`src/rtl/vc_test_pkg.sv`:
```
// Shared types and constants for the vc_test random-delay sink and its LFSR.
package vc_test_pkg;

    typedef enum logic {
        READY = 1'b0,
        STALL = 1'b1
    } state_t;

    // Fibonacci taps 16,14,13,11 expressed as bit positions 15,13,12,10.
    localparam logic [15:0] LFSR_TAPS    = 16'hB400;
    localparam logic [15:0] DEFAULT_SEED = 16'hACE1;

endpackage

```
`src/rtl/vc_test_lfsr16.sv`:
```
// 16-bit Fibonacci LFSR that steps once per cycle while en is high.
module vc_test_lfsr16
    import vc_test_pkg::*;
(
    input  logic        clk,
    input  logic        reset,
    input  logic        en,
    input  logic [15:0] seed,
    output logic [15:0] out
);

    always_ff @(posedge clk or posedge reset) begin
        if (reset) begin
            out <= seed;
        end else if (en) begin
            out <= {out[14:0], ^(out & LFSR_TAPS)};
        end
    end

endmodule

```
`src/rtl/vc_test_rand_delay_sink.sv`:
```
// Test sink: checks incoming messages against memory m and stalls randomly after each transfer.
// Define VC_TEST_RAND_DELAY_SINK_TRACE_EN to print a trace line per transfer.
module vc_test_rand_delay_sink
    import vc_test_pkg::*;
#(
    parameter int          p_msg_sz    = 1,
    parameter int          p_mem_sz    = 1024,
    parameter int          p_max_delay = 0,
    parameter logic [15:0] p_seed      = DEFAULT_SEED
) (
    input  logic                        clk,
    input  logic                        reset,
    input  logic                        val,
    output logic                        rdy,
    input  logic [p_msg_sz-1:0]         msg,
    input  logic [$clog2(p_mem_sz):0]   num_msgs,
    output logic                        done,
    output logic [$clog2(p_mem_sz):0]   num_failed
);

    localparam int          AW     = $clog2(p_mem_sz) + 1;
    localparam int          IW     = (p_mem_sz > 1) ? $clog2(p_mem_sz) : 1;
    localparam logic [AW-1:0] MEM_SZ = AW'(p_mem_sz);
    localparam logic [15:0] DIV    = 16'(p_max_delay + 1);
    // A zero seed would lock the LFSR at zero forever.
    localparam logic [15:0] SEED   = (p_seed == 16'h0000) ? 16'h0001 : p_seed;

    logic [p_msg_sz-1:0] m [0:p_mem_sz-1];

    state_t              state;
    state_t              state_next;
    logic [15:0]         count;
    logic [15:0]         count_next;
    logic [AW-1:0]       index;
    logic [AW-1:0]       num_eff;
    logic [15:0]         lfsr;
    logic [15:0]         delay;
    logic [p_msg_sz-1:0] expected;
    logic                xfer;
    logic                mismatch;

    // Handshake: a message moves on a rising edge where val && rdy; rdy never depends on val.
    assign num_eff  = (num_msgs > MEM_SZ) ? MEM_SZ : num_msgs;
    assign done     = (index == num_eff);
    assign rdy      = (state == READY) && !done;
    assign xfer     = val && rdy;
    assign expected = m[index[IW-1:0]];
    assign mismatch = xfer && (msg != expected);
    assign delay    = lfsr % DIV;

    vc_test_lfsr16 u_lfsr (
        .clk   (clk),
        .reset (reset),
        .en    (xfer),
        .seed  (SEED),
        .out   (lfsr)
    );

    always_ff @(posedge clk or posedge reset) begin
        if (reset) begin
            state <= READY;
            count <= '0;
        end else begin
            state <= state_next;
            count <= count_next;
        end
    end

    // count holds the stall cycles still to go, including the current one.
    always_comb begin
        state_next = state;
        count_next = count;
        case (state)
            READY: begin
                if (xfer && (delay != 16'd0)) begin
                    state_next = STALL;
                    count_next = delay;
                end
            end
            STALL: begin
                if (count <= 16'd1) begin
                    state_next = READY;
                    count_next = '0;
                end else begin
                    count_next = count - 16'd1;
                end
            end
            default: begin
                state_next = READY;
                count_next = '0;
            end
        endcase
    end

    always_ff @(posedge clk or posedge reset) begin
        if (reset) begin
            index      <= '0;
            num_failed <= '0;
        end else begin
            if (xfer) begin
                index <= index + AW'(1);
            end
            if (mismatch) begin
                num_failed <= num_failed + AW'(1);
            end
        end
    end

`ifdef VC_TEST_RAND_DELAY_SINK_TRACE_EN
    always @(posedge clk) begin
        if (!reset && xfer) begin
            $display("sink[%0d]: got %h expected %h", index, msg, expected);
            if (msg != expected) begin
                $display("sink[%0d]: FAILED got %h expected %h", index, msg, expected);
            end
        end
    end
`endif

endmodule

```
`config.mk`:
```
export PLATFORM = sky130hd
export DESIGN_NAME = vc_test_rand_delay_sink
export DESIGN_NICKNAME = d
export VERILOG_FILES = /design/src/rtl/vc_test_pkg.sv /design/src/rtl/vc_test_lfsr16.sv /design/src/rtl/vc_test_rand_delay_sink.sv
export SDC_FILE = /design/constraint.sdc
export NUM_CORES = 1
export LEC_CHECK = 0
export CAP_MARGIN = 10
export CORE_MARGIN = 4
export CORE_UTILIZATION = 57
export DETAILED_ROUTE_END_ITERATION = 16
export PLACE_DENSITY = 0.8
export RECOVER_POWER = 100
export SYNTH_ARGS = -nofsm -noshare
export SYNTH_HDL_FRONTEND = slang
export SYNTH_SLANG_ARGS = --single-unit
```
`constraint.sdc`:
```
create_clock -name clk -period 3.2 [get_ports clk]
set_input_delay 0.48 -clock clk [delete_from_list [all_inputs] [get_ports clk]]
set_output_delay 0.48 -clock clk [all_outputs]
set_load 0.02 [all_outputs]
```
==> run_summary.xml, run 1 <==
<?xml version="1.0" encoding="UTF-8"?>
<metrics>
  <group name="min_path">
    <metric name="min_to" unit="">count[11]</metric>
    <metric name="timing.hold.worst.class" unit="">flip-flop to flip-flop</metric>
    <metric name="worstHoldStart" unit="">count[11]</metric>
    <metric name="cell_depth_of_the_worst_hold_path" unit="">2</metric>
  </group>
  <group name="detailed_routing">
    <metric name="detail_route.iter0.violations" unit="">68</metric>
    <metric name="post-route-drc-count" unit="">0</metric>
    <metric name="via_count" unit="">1262</metric>
    <metric name="wl_per_cell" unit="um">13.8</metric>
    <metric name="total_wire_length" unit="um">3070</metric>
    <metric name="first_pass_iteration_count_of_the_detailed_router" unit="">4</metric>
    <metric name="detail-route-antenna-nets" unit="">0</metric>
    <metric name="route.detailed.vias_per_inst" unit="">5.66</metric>
  </group>
  <group name="synthesis">
    <metric name="synth_edf_count" unit="">0</metric>
    <metric name="synth_area" unit="sq um">1720</metric>
    <metric name="post_synth_num_cell_types" unit="">43</metric>
    <metric name="syn_avg_cell_area" unit="sq um">9.65</metric>
    <metric name="async_flop_share" unit="%">100</metric>
    <metric name="synth_seq_area_share" unit="%">40.8</metric>
    <metric name="syn-instance-count" unit="">178</metric>
    <metric name="synth_top_area_share" unit="%">40.8</metric>
    <metric name="synth-warning-count" unit="">0</metric>
    <metric name="synth-main-ff-cell" unit="">dfrtp_1</metric>
    <metric name="synth_top_cell_by_area" unit="">dfrtp_1</metric>
    <metric name="synth.top_cells.by_area" unit="">dfrtp_1 (41%), xor2_1 (7.6%), buf_4 (4.8%)</metric>
    <metric name="postSynthRegisterBits" unit="">28</metric>
  </group>
  <group name="power_and_ir_drop">
    <metric name="power.density_cell_area" unit="nW/um^2">448</metric>
    <metric name="leakage" unit="nW">0.843</metric>
    <metric name="worst_ir_drop_vdd" unit="mV">0.276</metric>
  </group>
  <group name="global_routing">
    <metric name="grt_pass1_vias" unit="">1264</metric>
    <metric name="grt_start_max_net_pins" unit="">29</metric>
    <metric name="grt_first_pass_wirelength" unit="um">5450</metric>
    <metric name="antenna_found_initial" unit="">0</metric>
    <metric name="groute.usage.overall" unit="%">16.7</metric>
    <metric name="globalRouteOverflowTotal" unit="">0</metric>
  </group>
  <group name="clock_tree">
    <metric name="cts_buffer_count" unit="">3</metric>
    <metric name="cts_max_level" unit="">1</metric>
    <metric name="postCtsHoldBufs" unit="">0</metric>
    <metric name="clock_latency_of_the_later_clocked_register_in_the_worst_skew_pair" unit="ns">0.31</metric>
    <metric name="clock_tree_from_tritoncts" unit="">built</metric>
    <metric name="clock_sink_count" unit="">28</metric>
    <metric name="clock_root_buffer" unit="">clkbuf_4</metric>
    <metric name="clock_path_buffers" unit="">2</metric>
    <metric name="cts.clk_slew.worst_paths" unit="ns">0.14</metric>
  </group>
  <group name="worst_setup_path">
    <metric name="crit_slowest_cell" unit="">dlygate4sd3_1</metric>
    <metric name="critPathBufInv" unit="">2</metric>
    <metric name="required" unit="ns">2.72</metric>
    <metric name="cp_slowest_stage_delay" unit="ns">0.64</metric>
    <metric name="critPathTopFamily" unit="">buffers and inverters</metric>
    <metric name="critical_path_peak_fanout" unit="">9</metric>
    <metric name="r2r_cells" unit="">5</metric>
    <metric name="rrSetupSlack" unit="ns">0.73</metric>
    <metric name="cp_arrival" unit="ns">2.38</metric>
    <metric name="critical_path.cell_chain" unit="">dlygate4sd3_1, nand2b_1, a222oi_1, nand3_1, nor3_4, nor2_1, clkbuf_1</metric>
    <metric name="worst_r2r_startpoint" unit="">count[8]</metric>
    <metric name="critPathCaptureType" unit="">output pin</metric>
    <metric name="critPathKind" unit="">input port to output pin</metric>
    <metric name="worstReg2RegEnd" unit="">count[12]</metric>
    <metric name="worst_setup_path_start_kind" unit="">input port</metric>
  </group>
  <group name="placed_design">
    <metric name="place_hpwl" unit="um">2380</metric>
    <metric name="placer_congestion" unit="">0.788</metric>
    <metric name="port_buffers" unit="">15</metric>
    <metric name="preCtsSetupSlack" unit="ns">0.0230</metric>
    <metric name="dp.cells" unit="">220</metric>
  </group>
  <group name="final_layout">
    <metric name="antennaDiodeCount" unit="">0</metric>
    <metric name="final_cells" unit="">223</metric>
    <metric name="number_of_nets_in_the_finished_design" unit="">212</metric>
    <metric name="post_route_cells_drive_above_1_share" unit="%">5.73</metric>
    <metric name="layout-area-overhead-vs-synth" unit="%">6.85</metric>
    <metric name="finish.utilization" unit="%">64.9</metric>
  </group>
  <group name="timing">
    <metric name="fmax" unit="MHz">349</metric>
    <metric name="slew_headroom" unit="%">32.2</metric>
    <metric name="fin_crit_sh" unit="%">89.5</metric>
    <metric name="drv_slew" unit="">0</metric>
    <metric name="finalSetupViolations" unit="">0</metric>
    <metric name="worst_clock_skew" unit="ns">0.00824</metric>
    <metric name="setup_repair_after_global_routing_missed_its_margin" unit="">no</metric>
    <metric name="final_setup_tns" unit="ns">0</metric>
    <metric name="worst_pin_slew" unit="ns">1.02</metric>
    <metric name="timing.hold.ws" unit="ns">0.552</metric>
    <metric name="final.setup.worst_slack" unit="ns">0.336</metric>
    <metric name="hold_fails_final_rpt" unit="">0</metric>
    <metric name="finalCriticalPeriod" unit="ns">2.86</metric>
  </group>
  <group name="floorplanning">
    <metric name="die_x" unit="um">62.9</metric>
    <metric name="num_rows" unit="">19</metric>
    <metric name="die-height" unit="um">62.9</metric>
    <metric name="dieArea" unit="sq um">3960</metric>
    <metric name="i_o_pin_count" unit="">28</metric>
    <metric name="floorplan.core_area" unit="sq um">2830</metric>
    <metric name="initial_utilization" unit="%">60.7</metric>
  </group>
  <group name="status">
    <metric name="result_of_the_run" unit="">finished, final reports clean</metric>
  </group>
  <group name="job">
    <metric name="drv_cap" unit="">0</metric>
  </group>
</metrics>
[Yosys cell counts, drive strengths merged, types with 4 or more instances]
| master | count |
|---|---|
| nand3b | 5 |
| inv | 5 |
| nor2 | 20 |
| buf | 16 |
| xnor2 | 9 |
| o22ai | 4 |
| dfrtp | 28 |
| nand2 | 8 |
| xor2 | 15 |
| nor2b | 4 |
| nor4 | 8 |
| nor3 | 11 |
| nand3 | 6 |
| nand2b | 7 |
[metal layers]
layer  part of all wire, %  global-route usage, %
met1                    49                   23.7
met5                     0                      0
met3                   2.9                   2.34
met4                  0.88                   5.23
met2                    47                   26.2
[flip-flops by register name, summed over array words and instances (netlist names)]
name   count
state      1
count     16
index     11
[through the flow]
stage	power (mW)	area, sq um
after global routing	0.877	1840
after detailed placement	0.689	1840
after floorplan	0.641	1760
after global placement	0.674	1840
final	0.822	1840
after CTS	0.825	1860
[power breakdown]
group	leakage [nW]	internal, mW	switching, mW	total, mW
combinational	0.455	0.102	0.0939	0.196
sequential	0.374	0.399	0.0916	0.490
clock	0.0138	0.0440	0.0925	0.137
[cells by family (layout without fill, tap and decap cells)]
family | Yosys count | count (layout) | synth area share (%)
AND/OR/NAND/NOR | 83 | 83 | 28.3
adder cells (fa/ha/maj) | 3 | 3 | 2.19
XOR/XNOR | 24 | 24 | 12.2
other | 1 | 11 | 0.218
AO/OA/AOI/OAI | 17 | 17 | 7.57
buffers and inverters | 22 | 26 | 8.67
flip-flops | 28 | 28 | 40.8
[worst reg2reg max path, stage by stage (launching register included)]
cell and delay (ns):
dfrtp_1 0.45, or4_1 0.63, nor4_1 0.27, and3_1 0.29, and2_0 0.57, a21oi_1 0.11
[timing repair]
item / 4_1_cts / 5_1_grt
gates resized for setup: 0 / 3
buffers inserted: 0 / 0
setup endpoints to repair: 0 / 2
[how the worst max path moves through the flow]
| stage | from | to | slack [ns] | depth (start not counted) |
|---|---|---|---|---|
| global placement | num_msgs[10] | done | 0.08 | 6 |
| finish | num_msgs[10] | rdy | 0.34 | 7 |
| floorplan | num_msgs[10] | rdy | 1.11 | 7 |
| global route | num_msgs[10] | rdy | 0.26 | 7 |
| detailed placement | num_msgs[10] | done | 0.02 | 6 |
| CTS | num_msgs[10] | done | 0.002 | 6 |
[layout make-up]
type                       count  area, sq um
clock buffer                   3         22.5
timing repair buffer          18          156
sequential                    28          701
multi-input combinational    138          898
inverter                       5         18.8
fill                         251          993
tap                           31         38.8
[placed cells by master, fill, tap and decap left out, types with 2 or more instances in the layout]
cell,n
a21oi_1,2
a222oi_1,2
buf_4,2
clkbuf_1,3
clkbuf_4,3
clkdlybuf4s50_1,11
conb_1,11
dfrtp_1,28
dlygate4sd3_1,2
ha_1,3
inv_1,5
nand2_1,8
nand2b_1,7
nand3_1,6
nand3b_1,5
nand4_1,2
nor2_1,19
nor2b_1,4
nor3_1,10
nor4_1,7
o21ai_0,3
o22ai_1,4
or3_1,2
or4_1,2
xnor2_1,9
xor2_1,15
Note: power is estimated with default switching activity, not from simulation.
==> run 2: changes to the inputs <==
--- a/config.mk
+++ b/config.mk
@@ -7,9 +7,9 @@
 export LEC_CHECK = 0
 export CAP_MARGIN = 10
 export CORE_MARGIN = 4
-export CORE_UTILIZATION = 57
+export CORE_UTILIZATION = 55
 export DETAILED_ROUTE_END_ITERATION = 16
-export PLACE_DENSITY = 0.8
+export PLACE_DENSITY = 0.78
 export RECOVER_POWER = 100
 export SYNTH_ARGS = -nofsm -noshare
 export SYNTH_HDL_FRONTEND = slang
==> run 2 against run 1 <==
Compared with the run above:
- hold slack improved by 0.0044 ns
- critical path depth did not move
- first-iteration DRC count fell by 37%
- global-route usage fell by 0.19 points
- worst setup slack got worse by 0.20 ns
- total power rose by 3.3%
- clock power rose by 25%
- via count rose by 2.9%
- non-clock buffer count did not move
- clock skew rose by 0.0078 ns
- critical path type unchanged
- critical endpoint is now done
- largest power group unchanged
==> run_summary.xml, run 2 (synthesis gave the netlist of run 1 again) <==
<?xml version="1.0" encoding="UTF-8"?>
<metrics>
  <group name="timing">
    <metric name="finalSetupViolations" unit="">0</metric>
    <metric name="drv_slew" unit="">0</metric>
    <metric name="final_setup_tns" unit="ns">0</metric>
    <metric name="worst_pin_slew" unit="ns">1.02</metric>
    <metric name="hold_fails_final_rpt" unit="">0</metric>
    <metric name="finalCriticalPeriod" unit="ns">3.06</metric>
    <metric name="fmax" unit="MHz">327</metric>
    <metric name="fin_crit_sh" unit="%">95.6</metric>
    <metric name="worst_clock_skew" unit="ns">0.0161</metric>
    <metric name="setup_repair_after_global_routing_missed_its_margin" unit="">no</metric>
    <metric name="slew_headroom" unit="%">31.8</metric>
  </group>
  <group name="worst_setup_path">
    <metric name="cp_arrival" unit="ns">2.58</metric>
    <metric name="critPathTopFamily" unit="">buffers and inverters</metric>
    <metric name="crit_slowest_cell" unit="">clkdlybuf4s50_1</metric>
    <metric name="rrSetupSlack" unit="ns">0.66</metric>
    <metric name="worstSetupPathDepth" unit="">7</metric>
    <metric name="critical_path.cell_chain" unit="">clkdlybuf4s50_1, clkbuf_1, nand3b_1, a222oi_1, o22ai_1, nor3_2, clkdlybuf4s50_1</metric>
    <metric name="critPathBufInv" unit="">3</metric>
    <metric name="critical-path-top-cell-by-count" unit="">clkdlybuf4s50_1</metric>
    <metric name="r2r_cells" unit="">5</metric>
    <metric name="worstReg2RegEnd" unit="">count[3]</metric>
    <metric name="critPathCaptureType" unit="">output pin</metric>
    <metric name="worst_r2r_startpoint" unit="">count[8]</metric>
    <metric name="cp_slowest_stage_delay" unit="ns">0.65</metric>
    <metric name="required" unit="ns">2.72</metric>
    <metric name="critPathKind" unit="">input port to output pin</metric>
    <metric name="worst_setup_path_start_kind" unit="">input port</metric>
    <metric name="critical_path_peak_fanout" unit="">5</metric>
  </group>
  <group name="clock_tree">
    <metric name="cts.clk_slew.worst_paths" unit="ns">0.15</metric>
    <metric name="clock_latency_of_the_later_clocked_register_in_the_worst_skew_pair" unit="ns">0.33</metric>
    <metric name="postCtsHoldBufs" unit="">0</metric>
    <metric name="clock_path_buffers" unit="">2</metric>
    <metric name="cts_max_level" unit="">1</metric>
    <metric name="post_cts_resize_count" unit="">0</metric>
    <metric name="clock_sink_count" unit="">28</metric>
    <metric name="clock_tree_from_tritoncts" unit="">built</metric>
    <metric name="cts_buffer_count" unit="">3</metric>
    <metric name="post-cts-setup-buffer-count" unit="">0</metric>
    <metric name="clock_root_buffer" unit="">clkbuf_4</metric>
  </group>
  <group name="min_path">
    <metric name="cell_depth_of_the_worst_hold_path" unit="">1</metric>
    <metric name="timing.hold.worst.class" unit="">flip-flop to flip-flop</metric>
    <metric name="min_to" unit="">index[10]</metric>
    <metric name="worstHoldStart" unit="">index[10]</metric>
  </group>
  <group name="floorplanning">
    <metric name="die_x" unit="um">63.9</metric>
    <metric name="floorplan.core_area" unit="sq um">3030</metric>
    <metric name="initial_utilization" unit="%">56.7</metric>
    <metric name="i_o_pin_count" unit="">28</metric>
    <metric name="num_rows" unit="">20</metric>
    <metric name="die-height" unit="um">63.9</metric>
    <metric name="dieArea" unit="sq um">4080</metric>
  </group>
  <group name="global_routing">
    <metric name="grt_first_pass_wirelength" unit="um">5540</metric>
    <metric name="groute.usage.overall" unit="%">16.5</metric>
    <metric name="antenna_found_initial" unit="">0</metric>
    <metric name="grt_start_max_net_pins" unit="">29</metric>
    <metric name="grt_pass1_vias" unit="">1297</metric>
    <metric name="globalRouteOverflowTotal" unit="">0</metric>
  </group>
  <group name="final_layout">
    <metric name="fillerInstances" unit="">255</metric>
    <metric name="largest_register_ff_count" unit="">16</metric>
    <metric name="mostFrequentLayoutCell" unit="">dfrtp_1</metric>
    <metric name="top_flop_regs" unit="">count (16), index (11), state (1)</metric>
    <metric name="number_of_nets_in_the_finished_design" unit="">212</metric>
    <metric name="layout-area-overhead-vs-synth" unit="%">8.74</metric>
    <metric name="antennaDiodeCount" unit="">0</metric>
    <metric name="most_used_cells_in_the_layout_excluding_fill_and_tap_cells" unit="">dfrtp_1 (28), nor2_1 (19), xor2_1 (15)</metric>
    <metric name="largest-register" unit="">count</metric>
    <metric name="post_route_cells_drive_above_1_share" unit="%">5.70</metric>
  </group>
  <group name="detailed_routing">
    <metric name="via_count" unit="">1298</metric>
    <metric name="route.detailed.vias_per_inst" unit="">5.48</metric>
    <metric name="total_wire_length" unit="um">3090</metric>
    <metric name="detail-route-antenna-nets" unit="">0</metric>
    <metric name="wl_per_cell" unit="um">13.0</metric>
    <metric name="post-route-drc-count" unit="">0</metric>
    <metric name="first_pass_iteration_count_of_the_detailed_router" unit="">4</metric>
    <metric name="detail_route.iter0.violations" unit="">43</metric>
  </group>
  <group name="power_and_ir_drop">
    <metric name="power.density_cell_area" unit="nW/um^2">455</metric>
    <metric name="totalPowerFinal" unit="uW">850</metric>
    <metric name="leakage" unit="nW">0.843</metric>
    <metric name="worst_ir_drop_vdd" unit="mV">0.267</metric>
  </group>
  <group name="placed_design">
    <metric name="place_hpwl" unit="um">2360</metric>
    <metric name="placer_congestion" unit="">0.827</metric>
    <metric name="port_buffers" unit="">15</metric>
  </group>
  <group name="status">
    <metric name="result_of_the_run" unit="">finished, final reports clean</metric>
  </group>
  <group name="job">
    <metric name="drv_cap" unit="">0</metric>
  </group>
</metrics>
## run 2: layout make-up
| class | count | area [sq um] | area share, % |
|---|---|---|---|
| Multi-Input combinational cell | 138 | 892 | 47.8 |
| Sequential cell | 28 | 701 | 37.5 |
| Timing Repair Buffer | 18 | 165 | 8.84 |
| Tap cell | 44 | 55.1 | 2.95 |
| Clock buffer | 4 | 36.3 | 1.94 |
| Inverter | 5 | 18.8 | 1.00 |
## run 2: worst max path at each step
stage | start | to | slack [ns]
2_1_floorplan | num_msgs[10] | rdy | 1.11
3_3_place_gp | num_msgs[10] | done | 0.19
3_5_place_dp | num_msgs[10] | done | 0.15
4_1_cts | num_msgs[10] | done | 0.15
5_1_grt | num_msgs[10] | done | 0.03
6_report | num_msgs[10] | done | 0.14
## run 2: routing by layer
layer / wire (um) / share of wire (%) / vias to the layer above / global-route usage [%]
met5: 0 / 0 / - / 0
met4: 19 / 0.61 / 0 / 2.70
met3: 127 / 4.1 / 2 / 3.87
met2: 1530 / 49 / 28 / 28.6
met1: 1420 / 46 / 638 / 21.1
li1: - / - / 630 / -
## run 2: per-stage QoR
stage | instance area [sq um] | hold WS, ns | std cells | util [%] | setup WS, ns
4_1_cts | 1890 | 0.563 | 237 | 62.4 | 0.147
6_report | 1870 | 0.557 | 237 | 61.7 | 0.141
5_1_grt | 1870 | 0.572 | 237 | 61.7 | 0.0261
3_3_place_gp | 1850 | 0.519 | 233 | 61.2 | 0.190
2_1_floorplan | 1760 | 0.495 | 188 | - | 1.11
3_5_place_dp | 1850 | 0.529 | 233 | 61.2 | 0.154
## run 2: where the power goes
| part | switching, mW | total [mW] | internal [mW] |
|---|---|---|---|
| clock | 0.101 | 0.171 | 0.0697 |
| sequential | 0.0865 | 0.485 | 0.399 |
| combinational | 0.0920 | 0.194 | 0.102 |
